`config.mk`:
```
export PLATFORM = sky130hd
export DESIGN_NAME = cplx_dot_engine
export DESIGN_NICKNAME = d
export VERILOG_FILES = /design/src/rtl/cplx_dot_engine.sv
export SDC_FILE = /design/constraint.sdc
export NUM_CORES = 1
export LEC_CHECK = 0
export CELL_PAD_IN_SITES_DETAIL_PLACEMENT = 0
export CELL_PAD_IN_SITES_GLOBAL_PLACEMENT = 1
export CORE_MARGIN = 10
export CORE_UTILIZATION = 40
export CTS_CLUSTER_DIAMETER = 150
export DETAILED_ROUTE_END_ITERATION = 8
export GPL_ROUTABILITY_DRIVEN = 0
export PLACE_DENSITY_LB_ADDON = 0.1
export REMOVE_ABC_BUFFERS = 1
export SETUP_SLACK_MARGIN = 0.5
export SYNTH_ARGS = -nofsm -noshare
export SYNTH_HDL_FRONTEND = slang
export SYNTH_SLANG_ARGS = --single-unit
```
`constraint.sdc`:
```
create_clock -name clk -period 5.1 [get_ports clk]
set_input_delay 1.02 -clock clk [delete_from_list [all_inputs] [get_ports clk]]
set_output_delay 1.02 -clock clk [all_outputs]
set_load 0.005 [all_outputs]
```
`src/rtl/cplx_dot_engine.sv`:
```
// Streaming complex dot-product engine: sum of a[k]*b[k] (or a[k]*conj(b[k])) over VEC_LEN pairs.
// Latency: result valid 3 edges after the last accepted pair. Backpressure: in_ready drops from the last pair until the result is taken.
// Define CPLX_DOT_SAT_EN to saturate out-of-range results; otherwise the low OUT_W bits are output.
module cplx_dot_engine #(
   parameter int DATA_W    = 8,
   parameter int VEC_LEN   = 4,
   parameter int ACC_W     = 2*DATA_W + 1 + $clog2(VEC_LEN),
   parameter int OUT_W     = 16,
   parameter int OUT_SHIFT = 0
) (
   input  logic                     clk,
   input  logic                     rst_n,
   input  logic                     in_valid,
   output logic                     in_ready,
   input  logic signed [DATA_W-1:0] a_re,
   input  logic signed [DATA_W-1:0] a_im,
   input  logic signed [DATA_W-1:0] b_re,
   input  logic signed [DATA_W-1:0] b_im,
   input  logic                     conj_b,
   output logic                     out_valid,
   input  logic                     out_ready,
   output logic signed [OUT_W-1:0]  out_re,
   output logic signed [OUT_W-1:0]  out_im,
   output logic                     out_sat,
   output logic                     busy
);

   localparam int CNT_W  = $clog2(VEC_LEN + 1);
   localparam int PROD_W = 2 * DATA_W;
   localparam int EXT_W  = ((ACC_W > OUT_W) ? ACC_W : OUT_W) + 1;

   typedef enum logic [1:0] {IDLE, ACCUM, FLUSH, HOLD} state_t;

   state_t                    state_q;
   logic [CNT_W-1:0]          cnt_q;
   logic [1:0]                flush_q;
   logic                      conj_q;
   logic                      in_ready_q;
   logic                      out_valid_q;
   logic                      out_sat_q;
   logic signed [OUT_W-1:0]   out_re_q, out_im_q;
   logic                      in_xfer;

   logic signed [PROD_W-1:0]  p_rr_q, p_ii_q, p_ri_q, p_ir_q;
   logic                      s1_vld_q, s1_first_q, s2_vld_q;

   logic signed [ACC_W-1:0]   x_rr, x_ii, x_ri, x_ir;
   logic signed [ACC_W-1:0]   term_re, term_im;
   logic signed [ACC_W-1:0]   acc_re_d, acc_im_d, acc_re_q, acc_im_q;

   logic signed [OUT_W-1:0]   sc_re, sc_im;
   logic                      sc_re_sat, sc_im_sat;

   assign in_xfer = in_valid && in_ready_q;

   always_ff @(posedge clk or negedge rst_n) begin
      if (!rst_n) begin
         p_rr_q     <= '0;
         p_ii_q     <= '0;
         p_ri_q     <= '0;
         p_ir_q     <= '0;
         s1_vld_q   <= 1'b0;
         s1_first_q <= 1'b0;
      end else begin
         s1_vld_q <= in_xfer;
         if (in_xfer) begin
            p_rr_q     <= a_re * b_re;
            p_ii_q     <= a_im * b_im;
            p_ri_q     <= a_re * b_im;
            p_ir_q     <= a_im * b_re;
            s1_first_q <= (state_q == IDLE);
         end
      end
   end

   assign x_rr = ACC_W'(p_rr_q);
   assign x_ii = ACC_W'(p_ii_q);
   assign x_ri = ACC_W'(p_ri_q);
   assign x_ir = ACC_W'(p_ir_q);

   // conj_q is already latched by the time the first element reaches this stage.
   always_comb begin
      term_re  = conj_q ? (x_rr + x_ii) : (x_rr - x_ii);
      term_im  = conj_q ? (x_ir - x_ri) : (x_ri + x_ir);
      acc_re_d = acc_re_q;
      acc_im_d = acc_im_q;
      if (s1_vld_q) begin
         acc_re_d = s1_first_q ? term_re : (acc_re_q + term_re);
         acc_im_d = s1_first_q ? term_im : (acc_im_q + term_im);
      end
   end

   always_ff @(posedge clk or negedge rst_n) begin
      if (!rst_n) begin
         acc_re_q <= '0;
         acc_im_q <= '0;
         s2_vld_q <= 1'b0;
      end else begin
         acc_re_q <= acc_re_d;
         acc_im_q <= acc_im_d;
         s2_vld_q <= s1_vld_q;
      end
   end

   // Returns {clipped, value}; the value is either saturated or the wrapped low bits.
   function automatic logic [OUT_W:0] scale(input logic signed [ACC_W-1:0] acc);
`ifdef CPLX_DOT_SAT_EN
      logic signed [EXT_W-1:0]   shx;
      logic [EXT_W-OUT_W:0]      top;
      shx = EXT_W'(acc) >>> OUT_SHIFT;
      top = shx[EXT_W-1:OUT_W-1];
      if ((&top) || !(|top))
         scale = {1'b0, shx[OUT_W-1:0]};
      else
         scale = {1'b1, shx[EXT_W-1], {(OUT_W-1){~shx[EXT_W-1]}}};
`else
      scale = {1'b0, OUT_W'(EXT_W'(acc) >>> OUT_SHIFT)};
`endif
   endfunction

   assign {sc_re_sat, sc_re} = scale(acc_re_q);
   assign {sc_im_sat, sc_im} = scale(acc_im_q);

   always_ff @(posedge clk or negedge rst_n) begin
      if (!rst_n) begin
         state_q     <= IDLE;
         cnt_q       <= '0;
         flush_q     <= '0;
         conj_q      <= 1'b0;
         in_ready_q  <= 1'b1;
         out_valid_q <= 1'b0;
         out_sat_q   <= 1'b0;
         out_re_q    <= '0;
         out_im_q    <= '0;
      end else begin
         case (state_q)
            IDLE: begin
               if (in_xfer) begin
                  conj_q  <= conj_b;
                  cnt_q   <= CNT_W'(1);
                  flush_q <= '0;
                  if (VEC_LEN == 1) begin
                     state_q    <= FLUSH;
                     in_ready_q <= 1'b0;
                  end else begin
                     state_q <= ACCUM;
                  end
               end
            end
            ACCUM: begin
               if (in_xfer) begin
                  cnt_q <= cnt_q + 1'b1;
                  if (cnt_q == CNT_W'(VEC_LEN - 1)) begin
                     state_q    <= FLUSH;
                     in_ready_q <= 1'b0;
                     flush_q    <= '0;
                  end
               end
            end
            FLUSH: begin
               // Two drain edges let the last product pass through both stages.
               if (flush_q == 2'd2) begin
                  out_re_q    <= sc_re;
                  out_im_q    <= sc_im;
                  out_sat_q   <= sc_re_sat | sc_im_sat;
                  out_valid_q <= 1'b1;
                  state_q     <= HOLD;
               end else begin
                  flush_q <= flush_q + 2'd1;
               end
            end
            HOLD: begin
               if (out_ready) begin
                  out_valid_q <= 1'b0;
                  in_ready_q  <= 1'b1;
                  cnt_q       <= '0;
                  state_q     <= IDLE;
               end
            end
         endcase
      end
   end

   assign in_ready  = in_ready_q;
   assign out_valid = out_valid_q;
   assign out_re    = out_re_q;
   assign out_im    = out_im_q;
   assign out_sat   = out_sat_q;
   assign busy      = (state_q != IDLE) || s1_vld_q || s2_vld_q;

endmodule

```
== Yosys cells after proc, flatten, opt, wreduce, memory -nomap -nowiden ==
Index checks and enable logic that the tools add are counted.

* Output and inout bits: 36
* Word-level logic and storage cells: 82
* Input bits: 37
* Flip-flop bits (word level): 147

* Reduce and logical (&&, ||, !) cells: 16
* Multiplexer cells: 26
* Equal/unequal tests: 11
* Multipliers: 4
* Add/subtract/negate cells: 8

{| class="wikitable"
|+ Operators with widths
! operator !! number
|-
| $mux 19 || 4
|-
| $mul 8x8->16 || 4
|-
| $add 19x19->19 || 2
|-
| $add 16x16->17 || 2
|-
| $sub 16x16->17 || 2
|-
| $mux 2 || 9
|-
| $ne 2x2->1 const B || 6
|-
| $reduce_and 5->1 || 2
|-
| $mux 3 || 3
|-
| $pmux 3 s3 || 1
|-
| $pmux 2 s4 || 1
|-
| $reduce_and 4->1 || 2
|-
| $eq 2x2->1 const B || 3
|-
| $pmux 2 s3 || 1
|-
| $reduce_bool 2->1 || 3
|-
| $reduce_bool 3->1 || 2
|-
| $mux 1 || 5
|-
| $pmux 1 s2 || 2
|-
| $reduce_and 2->1 || 2
|-
| $add 3x1->3 const B || 1
|-
| $eq 3x2->1 const B || 1
|-
| $reduce_and 3->1 || 1
|-
| $add 2x1->2 const B || 1
|-
| $eq 2x1->1 const B || 1
|-
| other kinds (3) || 4
|}

== Longest topological paths before layout ==
Gate-level depths: netlist of run 1.

* Depth after elaboration: 4
* Depth in mapped cells: 23
* Gate-level depth less buffers: 23

== Worst setup path before layout of run 1 ==
No wires, ideal clock.

* Path kind: input to register
* Start: in b_im[2]
* End: reg p_ii_q[15]
* Library setup time: 0.129 ns
* Path slack: 0.031 ns
* Data arrival time: 4.940 ns
* Cell stages on the path: 17
* Required time: 4.971 ns
* Cells stage by stage: clkbuf_1 -> nand2_1 -> fa_1 -> fa_1 -> inv_1 -> fa_1 -> inv_1 -> fa_1 -> inv_1 -> ha_1 -> inv_1 -> o21ai_1 -> a221oi_1 -> o21ai_1 -> o41ai_1 -> xnor2_1 -> o21ai_1

* Longest elaborated chain between the ends: 1

{| class="wikitable"
|+ Ends and longest elaborated chain
! item !! line !! source
|-
| start: declaration || 18 || <nowiki>input logic signed [DATA_W-1:0] b_im,</nowiki>
|-
| $mul 8x8->16 || 68 || <nowiki>p_ii_q <= a_im * b_im;</nowiki>
|-
| end signal: assignment || 68 ||
|-
| end: declaration || 44 || <nowiki>logic signed [PROD_W-1:0] p_rr_q, p_ii_q, p_ri_q, p_ir_q;</nowiki>
|}

Every way passes these cells.
A chain may end at the register's enable or synchronous reset.

== Worst setup path after layout of run 1 ==
* Start: in b_im[2]
* End: reg p_ri_q[12]

* Longest elaborated chain between the ends: 1

{| class="wikitable"
|+ Ends and longest elaborated chain
! item !! line !! source
|-
| $mul 8x8->16 || 69 || <nowiki>p_ri_q <= a_re * b_im;</nowiki>
|-
| end signal: assignment || 69 ||
|-
| end: declaration || 44 ||
|}

Every way passes these cells.

==> flow_summary.toml, run 1 <==
[worst_setup_path]
crit_buf_inv = 6
cp_num_cells = 20
path_class = "in2reg"
cp_cell_sequence = "buf_6, buf_6, buf_6, and2_4, fa_2, inv_2, fa_1, fa_1, fa_1, inv_2, ha_4, nor2b_4, o21ai_4, a21boi_4, o21a_1, o21a_1, buf_6, o21a_1, o21a_1, o31ai_1"
end_kind = "register"
cp_slowest_stage_delay_ns = 0.50
arrival_ns = 5.13
rrSetupSlack_ns = 0.41
crit_required_ns = 5.47
critPathSlowestCell = "fa_1"
r2r_cells = 21
crit_family = "adder cells"
startpoint = "b_im[2]"
startpoint_type = "primary input"
rr_endpoint = "acc_im_q[15]"
reg2reg_from = "p_ri_q[0]"
endpoint = "p_ri_q[12]"
path_max_fanout = 4

[worst_hold_path]
hold_depth = 2
hold_path_class = "reg2reg"

[synth]
synth_top_family_by_area = "adder cells"
synthCells = 2085
ys_ff_latch = 141
synth_area_sq_um = 18800
yosys.area_share.adder_pct = 36.4
ys_types = 69
synth-edff-count = 0
synthSimpleGateAreaFrac_pct = 16.4
syn_avg_cell_area_sq_um = 9.00
synthMuxAreaShare_pct = 2.89
ys_warn_count = 0
ys_async_sr_fraction_pct = 100
ys.flop_type = "dfrtp_1"
synth-compound-area-share_pct = 11.3
ys_seq_area_share_pct = 18.8
synthXorXnorAreaFrac_pct = 5.87

[sta]
timing.hold.ws_ns = 0.480
post-route-period-util_pct = 93.4
skew_ns = 0.0112
finalSetupViolCount = 0
rsz0062_at_grt = "yes"
relSlewSlack_pct = 31.4
final_max_slew_viol_count = 0
timing.fmax_mhz = 210
worst_slack_ns = 0.339
hold_viol_final = 0
period_needed_ns = 4.76
tightest_slew_ns = 1.02

[finish]
fillers = 4345
final_cells = 3065
layout.nets = 2894
final_cell_area_sq_um = 25000
antenna_cells = 0
seq_area_sq_um = 3540
syn2layout_area_growth_pct = 33.0
multi_input_area_sq_um = 15000
layout-drive-gt1-share_pct = 28.9

[clocking]
path_clk_slew_ns = 0.07
cts_sinks = 141
worstSkewPairLatency_ns = 0.46
numCtsBuffers = 17
clockRootBuffer = "clkbuf_16"
htreeDepth = 4
cts_tree = "done"
cts.path.max_buffers = 2

[place]
detailedPlace.worstSlack_ns = -0.742
place_inst = 2921
dpl.hpwl_microns = 38600
placed_area_sq_um = 21800
port_buffers = 71

[die]
core_sq_um = 46500
die_x_microns = 237
initial_core_util_pct = 40.4
rows = 79
io_pins = 73
dieHeight_microns = 237
design.die.area_sq_um = 56000

[global_routing]
first_global_vias = 15700
grt_max_degree = 85
grt_remaining_overflow = 0
grt_pass1_wl_microns = 82800
track_usage_pct = 18.3
antenna_found_initial = 0

[route]
detail-route-antenna-nets = 0
drt_pass1_iterations = 5
avgRoutedWirePerCell_microns = 16.8
vias = 15200
wl_microns = 51400
avgViaCountPerCell = 4.96
initialDrtViolationCount = 749
drcViolationCount = 0

[job]
maxCapViolCount = 0

[status]
status = "finished clean"
## cells in the final DEF, fill, tap and decap left out, drive strengths merged, types with 6 or more instances in the layout
cell type,instances
nand3,20
nand2b,17
xor2,35
nor2b,12
dfrtp,140
inv,356
ha,188
clkbuf,20
nor2,112
nor3,38
a211oi,12
o21a,27
a21o,25
a21boi,9
xnor2,90
nor3b,10
buf,361
fa,224
o211ai,6
a221oi,10
nand3b,10
o21ai,90
nand2,183
mux2,38
mux2i,11
and2,171
o31ai,13
a21oi,87
a31oi,15
or3,10
o21bai,10
clkdlybuf4s50,38
a2111oi,6
and3,10
## Yosys cell counts, drive strengths merged, types with 13 or more instances
master | count | area [sq um]
inv | 349 | 1310
fa | 224 | 4480
ha | 188 | 2350
nand2 | 183 | 687
and2 | 171 | 1070
dfrtp | 140 | 3500
nor2 | 112 | 420
o21ai | 90 | 450
xnor2 | 90 | 796
a21oi | 87 | 435
clkbuf | 50 | 188
mux2 | 38 | 432
nor3 | 38 | 200
xor2 | 35 | 307
o21a | 27 | 203
a21o | 25 | 188
nand3 | 20 | 100
nand2b | 17 | 106
a31oi | 15 | 100
buf | 15 | 60.1
o31ai | 13 | 97.6
## routing by layer
metal	global-route usage, %	vias to the layer above	part of all wire (%)
met4	5.02	0	1.8
met1	24.5	7482	47
li1	-	7468	-
met2	30.3	215	48
met5	0	-	0
met3	2.66	44	3.2
## how the worst min path moves through the flow
stage	slack (ns)	from	to
2_1_floorplan	0.45	p_rr_q[0]	p_rr_q[0]
3_3_place_gp	0.47	p_rr_q[0]	p_rr_q[0]
3_5_place_dp	0.47	p_rr_q[0]	p_rr_q[0]
4_1_cts	0.49	p_rr_q[0]	p_rr_q[0]
5_1_grt	0.51	p_ir_q[4]	p_ir_q[4]
6_report	0.48	p_rr_q[0]	p_rr_q[0]
## metrics by stage
step                utilization, %  setup TNS, ns
floorplan                        -              0
global placement              47.0         -11.58
detailed placement            47.0         -12.76
CTS                           51.6              0
global route                  53.7              0
finish                        53.7              0
## final cells by class
type                    instances  area share [%]
flip-flops and latches        141            14.2
clock buffers                  17            1.70
multi-input cells            1529            60.1
clock inverters                15           0.712
inverters                     350            5.28
well taps                     607            3.04
repair buffers                406            14.9
## registers in the layout, summed over array words and instances, names as in the netlist, 2 cells and up
register	count
p_ii_q	16
p_ir_q	16
out_re	16
cnt_q	3
acc_im_q	16
p_rr_q	16
p_ri_q	16
acc_re_q	16
state_q	2
flush_q	2
out_im	16
## cell families after synthesis
family | after synthesis
XOR/XNOR | 125
AO/OA/AOI/OAI | 334
other | 1
adder cells (fa/ha/maj) | 412
buffers and inverters | 415
multiplexers | 49
flip-flops | 141
AND/OR/NAND/NOR | 608
## worst register-to-register path, stage by stage (launching register included)
cell and delay, ns:
dfrtp_1 0.41, inv_2 0.09, ha_4 0.20, mux2_4 0.28
inv_2 0.06, ha_4 0.18, nor2b_4 0.12, o31a_1 0.27
o211a_1 0.25, o21a_1 0.19, o21a_1 0.19, nor2_2 0.12
xnor2_2 0.17, ha_4 0.26, and3_4 0.18, nor4bb_4 0.16
a211oi_4 0.28, a21oi_2 0.09, a31o_2 0.28, nor3b_4 0.15
mux2_4 0.27, or3_1 0.36
## what timing repair did
| action | CTS | global route |
|---|---|---|
| resized for setup | 321 | 209 |
| buffers inserted | 64 | 33 |
| hold buffers | 0 | 0 |
| pin swaps | 121 | 151 |
| setup endpoints to repair | 35 | 34 |
| gates cloned | 14 | 1 |
Power of run 1 is left out: the tool's default activity adds up to more than one toggle a clock period on the data nets, which glitch-free logic cannot reach.
==> run 2: changes to the inputs <==
--- a/config.mk
+++ b/config.mk
@@ -12,7 +12,7 @@
 export CTS_CLUSTER_DIAMETER = 150
 export DETAILED_ROUTE_END_ITERATION = 8
 export GPL_ROUTABILITY_DRIVEN = 0
-export PLACE_DENSITY_LB_ADDON = 0.1
+export PLACE_DENSITY = 0.72
 export REMOVE_ABC_BUFFERS = 1
 export SETUP_SLACK_MARGIN = 0.5
 export SYNTH_ARGS = -nofsm -noshare
==> constraint.sdc (replaced) <==
create_clock -name clk -period 4.12 [get_ports clk]
set_input_delay 0.824 -clock clk [delete_from_list [all_inputs] [get_ports clk]]
set_output_delay 0.824 -clock clk [all_outputs]
set_load 0.005 [all_outputs]
==> flow_summary.toml, run 2 (synthesis results as in run 1) <==
[status]
status = "finished with violations"
violations = "negative setup slack"

[sta]
period_needed_ns = 4.77
relSlewSlack_pct = 40.6
worst_slack_ns = -0.655
finalSetupViolCount = 35
skew_ns = 0.0152
post-route-period-util_pct = 116
final_max_slew_viol_count = 0
timing.fmax_mhz = 209
hold_viol_final = 0
rsz0062_at_grt = "yes"
tightest_slew_ns = 0.888

[global_routing]
grt_max_degree = 70
antenna_found_initial = 0
first_global_vias = 17100
grt_pass1_wl_microns = 85600
track_usage_pct = 18.6
grt_remaining_overflow = 0

[finish]
antenna_cells = 0
fillers = 3854
layout.nets = 3095
syn2layout_area_growth_pct = 47.7
multi_input_area_sq_um = 15900
layout_commonest_cell = "buf_4"
layout_common_cells = "buf_4 (379), inv_1 (293), fa_1 (199), nand2_1 (168), buf_6 (143)"
seq_area_sq_um = 3530
layout-drive-gt1-share_pct = 39.0
final_cells = 3266

[place]
place_inst = 3047
port_buffers = 71
dpl.hpwl_microns = 37700

[worst_setup_path]
startpoint = "p_ri_q[0]"
end_kind = "register"
cp_cell_sequence = "inv_2, ha_4, mux2_4, inv_2, ha_4, nor2b_4, o31a_1, o211a_1, o21a_1, o21a_1, nor2_1, xnor2_1, ha_1, and3_4, nor4bb_4, a211oi_2, a21oi_2, a31o_2, nor3b_1, mux2_4, or3_1"
crit_family = "compound AO/OA/AOI/OAI gates"
startpoint_type = "register"
path_max_fanout = 4
crit_buf_inv = 2
rrSetupSlack_ns = -0.65
arrival_ns = 5.12
critPathSlowestCell = "dfrtp_1"
path_class = "reg2reg"
rr_endpoint = "acc_im_q[15]"
reg2reg_from = "p_ri_q[0]"
r2r_cells = 21
crit_required_ns = 4.47
cp_slowest_stage_delay_ns = 0.44

[route]
wl_microns = 53600
drcViolationCount = 0
detail-route-antenna-nets = 0
drt_pass1_iterations = 6
vias = 16200
initialDrtViolationCount = 814
avgRoutedWirePerCell_microns = 16.4
avgViaCountPerCell = 4.97

[clocking]
worstSkewPairLatency_ns = 0.47
numCtsBuffers = 17
path_clk_slew_ns = 0.07
htreeDepth = 4
cts_tree = "done"
clockRootBuffer = "clkbuf_16"
cts_sinks = 141
cts.path.max_buffers = 2

[die]
die_x_microns = 237
initial_core_util_pct = 40.4
io_pins = 73
core_sq_um = 46500
design.die.area_sq_um = 56000
dieHeight_microns = 237
rows = 79

[worst_hold_path]
hold_path_class = "in2async"

[job]
maxCapViolCount = 0
==> run 2: changes by cell type in the layout (fill, tap and decap cells not counted), moves of 9 or more <==
cell,before,now
a21oi_4,0,11
buf_4,267,379
inv_1,308,293
a21oi_1,69,54
and2_4,30,45
buf_6,51,143
xnor2_1,85,72
and2_1,140,126
o21ai_1,19,31
inv_2,41,52
xnor2_2,5,14
ha_4,39,49
o21ai_0,58,34
==> run 2: layer usage <==
layer	wire [microns]	global-route usage [%]
met1	24000	24.0
met2	25900	31.1
met3	2000	2.66
met4	1660	6.50
met5	0	0
==> run 2: worst max-delay path by stage <==
stage                              end  slack (ns)  cells after the start
after CTS                 acc_im_q[15]       -0.62                     21
final                     acc_im_q[15]       -0.65                     21
after global placement      p_ri_q[14]       -1.43                     20
after floorplan           acc_im_q[15]       -0.61                     19
after detailed placement    p_ii_q[15]       -1.57                     17
after global routing      acc_im_q[15]       -0.82                     20
==> run 2: what timing repair did <==
action                                  in CTS  in global routing
pin swaps                                  258                187
hold buffers                                 0                  0
hold endpoints to repair                     0                  0
setup buffers                              142                 38
cloned                                       7                  0
endpoints found under the setup margin      63                 62
gates resized for setup                    603                243
==> run 2: area by class of cell <==
class	instances	share of cell area, %
sequential	141	12.7
timing repair buffer	607	20.2
clock buffer	20	1.61
multi-input combinational	1529	57.4
clock inverter	12	0.492
tap	607	2.74
inverter	350	4.78
==> run 2: through the flow <==
step / cell area (sq um) / setup WS (ns) / util (%) / hold slack (ns) / setup TNS, ns
after global placement: 22800 / -1.43 / 49.0 / 0.464 / -45.08
after CTS: 26400 / -0.620 / 56.9 / 0.397 / -6.95
final: 27700 / -0.655 / 59.7 / 0.337 / -7.91
after detailed placement: 22800 / -1.57 / 49.0 / 0.476 / -47.58
after floorplan: 18500 / -0.613 / - / 0.445 / -10.89
after global routing: 27700 / -0.821 / 59.7 / 0.401 / -13.29
Power of run 2 is left out for the same reason.
